**src/rtl/result_serializer_if.sv**
```systemverilog
// Handshake bundle for result_serializer: parallel capture side and single-bit serial side.
interface result_serializer_if #(
  parameter int WIDTH = 17
);
  logic [WIDTH-1:0] cap_data;
  logic             cap_valid;
  logic             cap_ready;
  logic             ser_data;
  logic             ser_valid;
  logic             ser_ready;
  logic             ser_last;

  // master is the environment: it offers words and consumes bits
  modport master (
    output cap_data, cap_valid, ser_ready,
    input  cap_ready, ser_data, ser_valid, ser_last
  );

  modport slave (
    input  cap_data, cap_valid, ser_ready,
    output cap_ready, ser_data, ser_valid, ser_last
  );
endinterface

```
**src/rtl/result_serializer.sv**
```systemverilog
// Captures one compressor result word and shifts it out LSB first on a 1-bit valid/ready stream.
// Optional even-parity trailer bit enabled by defining RESULT_SER_PARITY_EN.
module result_serializer #(
  parameter int WIDTH = 17,
  parameter int CNT_W = 5
) (
  input  logic               clk,
  input  logic               rst,
  result_serializer_if.slave bus,
  output logic               busy,
  output logic [15:0]        word_count
);

`ifdef RESULT_SER_PARITY_EN
  localparam int WORD_W = WIDTH + 1;
`else
  localparam int WORD_W = WIDTH;
`endif
  localparam int LAST = WORD_W - 1;
  // Only compared on non-final transfers, so the wrapped value for LAST=0 is never used.
  localparam logic [CNT_W-1:0] CNT_PRE_LAST = CNT_W'(LAST - 1);

  typedef enum logic {IDLE, SHIFT} state_t;

  state_t            state;
  logic [WORD_W-1:0] shreg;
  logic [CNT_W-1:0]  cnt;
  logic              ser_valid_q;
  logic              ser_last_q;
  logic [WORD_W-1:0] load_word;
  logic              cap_ready_c;
  logic              xfer;

`ifdef RESULT_SER_PARITY_EN
  assign load_word = {^bus.cap_data, bus.cap_data};
`else
  assign load_word = bus.cap_data;
`endif

  // NOTE: cap_ready looks at ser_ready combinationally so a new word can load on the
  // final-bit transfer, giving back-to-back words without an idle cycle.
  assign cap_ready_c = !rst && ((state == IDLE) ||
                                (state == SHIFT && ser_last_q && bus.ser_ready));
  assign xfer        = ser_valid_q && bus.ser_ready;

  assign bus.cap_ready = cap_ready_c;
  assign bus.ser_valid = ser_valid_q;
  assign bus.ser_last  = ser_last_q;
  assign bus.ser_data  = shreg[0];

  // NOTE: all state uses non-blocking assignments so every register samples pre-edge values.
  always_ff @(posedge clk or posedge rst) begin
    if (rst) begin
      state       <= IDLE;
      shreg       <= '0;
      cnt         <= '0;
      ser_valid_q <= 1'b0;
      ser_last_q  <= 1'b0;
      busy        <= 1'b0;
      word_count  <= '0;
    end else begin
      if (xfer && ser_last_q) begin
        word_count <= word_count + 16'd1;
      end

      if (bus.cap_valid && cap_ready_c) begin
        state       <= SHIFT;
        shreg       <= load_word;
        cnt         <= '0;
        ser_valid_q <= 1'b1;
        ser_last_q  <= (LAST == 0);
        busy        <= 1'b1;
      end else if (xfer && ser_last_q) begin
        state       <= IDLE;
        shreg       <= '0;
        cnt         <= '0;
        ser_valid_q <= 1'b0;
        ser_last_q  <= 1'b0;
        busy        <= 1'b0;
      end else if (xfer) begin
        shreg      <= shreg >> 1;
        cnt        <= cnt + 1'b1;
        ser_last_q <= (cnt == CNT_PRE_LAST);
      end
    end
  end

endmodule

```
**src/flat_wrapper.sv**
```systemverilog
// flat-port wrapper written by rule: the top's interface ports become plain ports
module result_serializer_flat 
#(
  parameter int WIDTH = 17,
  parameter int CNT_W = 5
)
  (clk, rst, busy, word_count, bus_cap_data, bus_cap_valid, bus_ser_ready, bus_cap_ready, bus_ser_data, bus_ser_valid, bus_ser_last);
  result_serializer_if #(.WIDTH(WIDTH)) bus_i ();
  input  logic clk;
  input  logic rst;
  output logic busy;
  output logic [15:0] word_count;
  input wire logic [$bits(bus_i.cap_data)-1:0] bus_cap_data;
  input wire logic [$bits(bus_i.cap_valid)-1:0] bus_cap_valid;
  input wire logic [$bits(bus_i.ser_ready)-1:0] bus_ser_ready;
  output wire logic [$bits(bus_i.cap_ready)-1:0] bus_cap_ready;
  output wire logic [$bits(bus_i.ser_data)-1:0] bus_ser_data;
  output wire logic [$bits(bus_i.ser_valid)-1:0] bus_ser_valid;
  output wire logic [$bits(bus_i.ser_last)-1:0] bus_ser_last;
  assign bus_i.cap_data = bus_cap_data;
  assign bus_i.cap_valid = bus_cap_valid;
  assign bus_i.ser_ready = bus_ser_ready;
  assign bus_cap_ready = bus_i.cap_ready;
  assign bus_ser_data = bus_i.ser_data;
  assign bus_ser_valid = bus_i.ser_valid;
  assign bus_ser_last = bus_i.ser_last;
  result_serializer #(.WIDTH(WIDTH), .CNT_W(CNT_W)) u_core (.clk(clk), .rst(rst), .bus(bus_i), .busy(busy), .word_count(word_count));
endmodule
```
**config.mk**
```make
export PLATFORM = sky130hd
export DESIGN_NAME = result_serializer_flat
export DESIGN_NICKNAME = d
export VERILOG_FILES = /design/src/rtl/result_serializer_if.sv /design/src/rtl/result_serializer.sv /design/src/flat_wrapper.sv
export SDC_FILE = /design/constraint.sdc
export NUM_CORES = 1
export LEC_CHECK = 0
export CORE_ASPECT_RATIO = 0.6
export CORE_MARGIN = 2
export CORE_UTILIZATION = 50
export DETAILED_ROUTE_END_ITERATION = 12
export DONT_BUFFER_PORTS = 1
export GPL_TIMING_DRIVEN = 1
export HOLD_SLACK_MARGIN = 0.02
export PLACE_DENSITY = 0.66
export SLEW_MARGIN = 0
export SYNTH_ARGS = -nofsm -noshare
export SYNTH_HDL_FRONTEND = slang
export SYNTH_SLANG_ARGS = --single-unit
```
**constraint.sdc**
```tcl
create_clock -name clk -period 2.7 [get_ports clk]
set_input_delay 0.135 -clock clk [delete_from_list [all_inputs] [get_ports clk]]
set_output_delay 0.135 -clock clk [all_outputs]
set_load 0.02 [all_outputs]
```
==> impl_metrics.json <==
{
  "status": "completed",
  "ant_nets": 0,
  "die_w_um": 84.4,
  "synth-edff-count": 0,
  "avgRoutedWirePerCell_um": 14.6,
  "tns_ns": 0,
  "viasPerCell": 5.46,
  "p_total_mw": 1.89,
  "routabilityCongestion": 0.730,
  "hold_path_class": "input port to flip-flop",
  "maxCapViolations": 0,
  "cts_buffers": 5,
  "leakage_nw": 0.977,
  "rows": 17,
  "vias": 1430,
  "cts_tree": "built",
  "postSynth.asyncResetShare_pct": 100,
  "period_share_pct": 67.8,
  "fin_worst_skew_ns": 0.00451,
  "fin_util_pct": 61.1,
  "fillers": 324,
  "combinationalPowerShare_pct": 24.7,
  "post-dp-hpwl_mm": 2.47,
  "p_sw_mw": 0.636,
  "ys_types": 31,
  "drt_iter0_drc": 101,
  "clkPwrFrac_pct": 25.5,
  "hold_viol_final": 0,
  "core_area_um2": 3700,
  "slew_headroom_pct": 53.5,
  "p_int_mw": 1.25,
  "grtUsageMet1_pct": 26.4,
  "syn-num-nets": 221,
  "synth_area_per_cell_um2": 9.85,
  "die_area_um2": 4410,
  "critPathKind": "flip-flop to flip-flop",
  "tightest_slew_ns": 0.698,
  "holdBufCountCts": 19,
  "grt_max_degree": 44,
  "clk_latency_ns": 0.29,
  "grt-ovfl-total": 0,
  "end_kind": "flip-flop",
  "drv_slew": 0,
  "routed_wl_mm": 3.81,
  "met2_usage_pct": 28.7,
  "cts_root_buf": "clkbuf_8",
  "top_usage_layer": "met2",
  "grt_pass1_wl_mm": 6.56,
  "final_cell_mix": "40 x dfrtp_1, 26 x nand2_1, 22 x a21oi_1, 19 x dlygate4sd3_1",
  "grt_pass1_vias": 1412,
  "cts_sinks": 40,
  "power_density_nw_per_um2": 834,
  "cp.required_ns": 2.89,
  "cts_buffer_depth": 2,
  "p_sw_share_pct": 33.7,
  "arrival_ns": 2.02,
  "finalSetupViolCount": 0,
  "cts.repair.resized": 0,
  "crit_fanout": 43,
  "grt_antenna_before_repair": 0,
  "post_cts.repair.setup_buffers": 0,
  "ys_ff_latch": 40,
  "dominantRegCellSynth": "dfrtp_1",
  "num_antenna_cells": 0,
  "rsz0062_at_grt": "false",
  "area_growth_pct": 16.6,
  "layout.nets": 238,
  "synth-seq-area-share_pct": 51.6,
  "syn_inst": 197,
  "max_freq_mhz": 546,
  "grt_usage_pct": 19.5,
  "use_met3_pct": 6.93,
  "yosysWarnings": 0,
  "worst-r2r-cell-count": 5,
  "port_buffers": 0,
  "die_h_um": 52.3,
  "critPathLaunchType": "flip-flop",
  "synth_area_um2": 1940,
  "htreeDepth": 2,
  "drive_gt1_share_pct": 8.37,
  "drc_errors": 0,
  "ios": 42,
  "power_frac_seq_pct": 49.8,
  "ir_worst_vdd_uv": 459,
  "dr.pass1.iters": 4,
  "clkTransAtPathRegs_ns": 0.08,
  "layout_min_cycle_time_ns": 1.83,
  "start_util_pct": 52.4,
  "min_path_cells": 2,
  "layout_commonest_cell": "dfrtp_1"
}
==> cell families (layout without fill, tap and decap cells) <==
kind of cell               after synthesis  in the layout  synth area share (%)
muxes                                    2              2                  1.10
buffers and inverters                   17             35                  4.51
adders and majority gates                3              3                  1.93
and+or+nand+nor                         77             77                  22.4
AOI/OAI and AO/OA                       43             43                  11.7
DFF                                     40             40                  51.6
xor gates and xnor gates                15             15                  6.77
==> layout make-up <==
type	count	area (um^2)	share of cell area (%)
Tap cell	47	58.8	2.60
Inverter	4	15.0	0.664
Timing Repair Buffer	23	220	9.73
Sequential cell	40	1000	44.2
Multi-Input combinational cell	140	860	38.0
Clock buffer	6	72.6	3.21
Clock inverter	2	35.0	1.55
==> state kept, by name, summed over array words and instances (netlist names) <==
register and cells:
u_core.bus.ser_last 1, u_core.state 1, u_core.word_count 16, u_core.shreg 17, u_core.cnt 5
==> worst paths after layout <==
path	startpoint	slack, ns	to
max	u_core.state	0.87	u_core.shreg[0]
max in group asynchronous	rst	1.94	u_core.shreg[7]
min in group asynchronous	rst	0.41	u_core.word_count[4]
min	bus_ser_ready	0.11	u_core.word_count[0]
max reg2reg	u_core.state	0.87	u_core.shreg[0]
min reg2reg	u_core.cnt[4]	0.52	u_core.cnt[4]
==> critical path, stage by stage, from the launching register on <==
cell     delay [ns]
dfrtp_1        0.80
nand2_1        0.10
buf_4          0.29
nor3b_1        0.27
a21oi_1        0.06
o21ai_0        0.21
==> power groups by stage <==
stage	Sequential (mW)	Clock, mW	Combinational (mW)
after global routing	0.967	0.520	0.544
after CTS	0.939	0.495	0.469
after floorplan	0.889	0	0.419
after global placement	0.938	0	0.418
after detailed placement	0.950	0	0.448
final	0.940	0.481	0.466
==> synth_stat cells, drive strengths merged (2+ instances only) <==
cell     n  area share (%)
ha       3             1.9
clkbuf   4            0.84
nor4     3             1.6
nor3b   17             6.6
o21ai   18             4.6
buf      9             2.9
nand4    6             2.7
nand2   26             5.0
and3     2            0.64
inv      4            0.77
xor2     9             4.1
nor2    10             1.9
a21oi   22             5.7
dfrtp   40              52
nand3    8             2.1
nor3     3             1.0
xnor2    6             2.7
==> metrics by stage <==
step	cells	hold WS [ns]	instance area (um^2)	worst slack (ns)
6_report	262	0.107	2260	0.869
4_1_cts	262	0.104	2260	0.864
5_1_grt	262	0.135	2260	0.695
3_3_place_gp	235	0.177	1960	0.918
3_5_place_dp	235	0.186	1960	0.870
2_1_floorplan	197	0.252	1940	1.19
==> routing by layer <==
metal	wire length, um	vias up
li1	-	711
met1	1870	669
met2	1630	41
met3	239	9
met4	69	0
met5	0	-
Note: power is estimated with default switching activity, not from simulation.
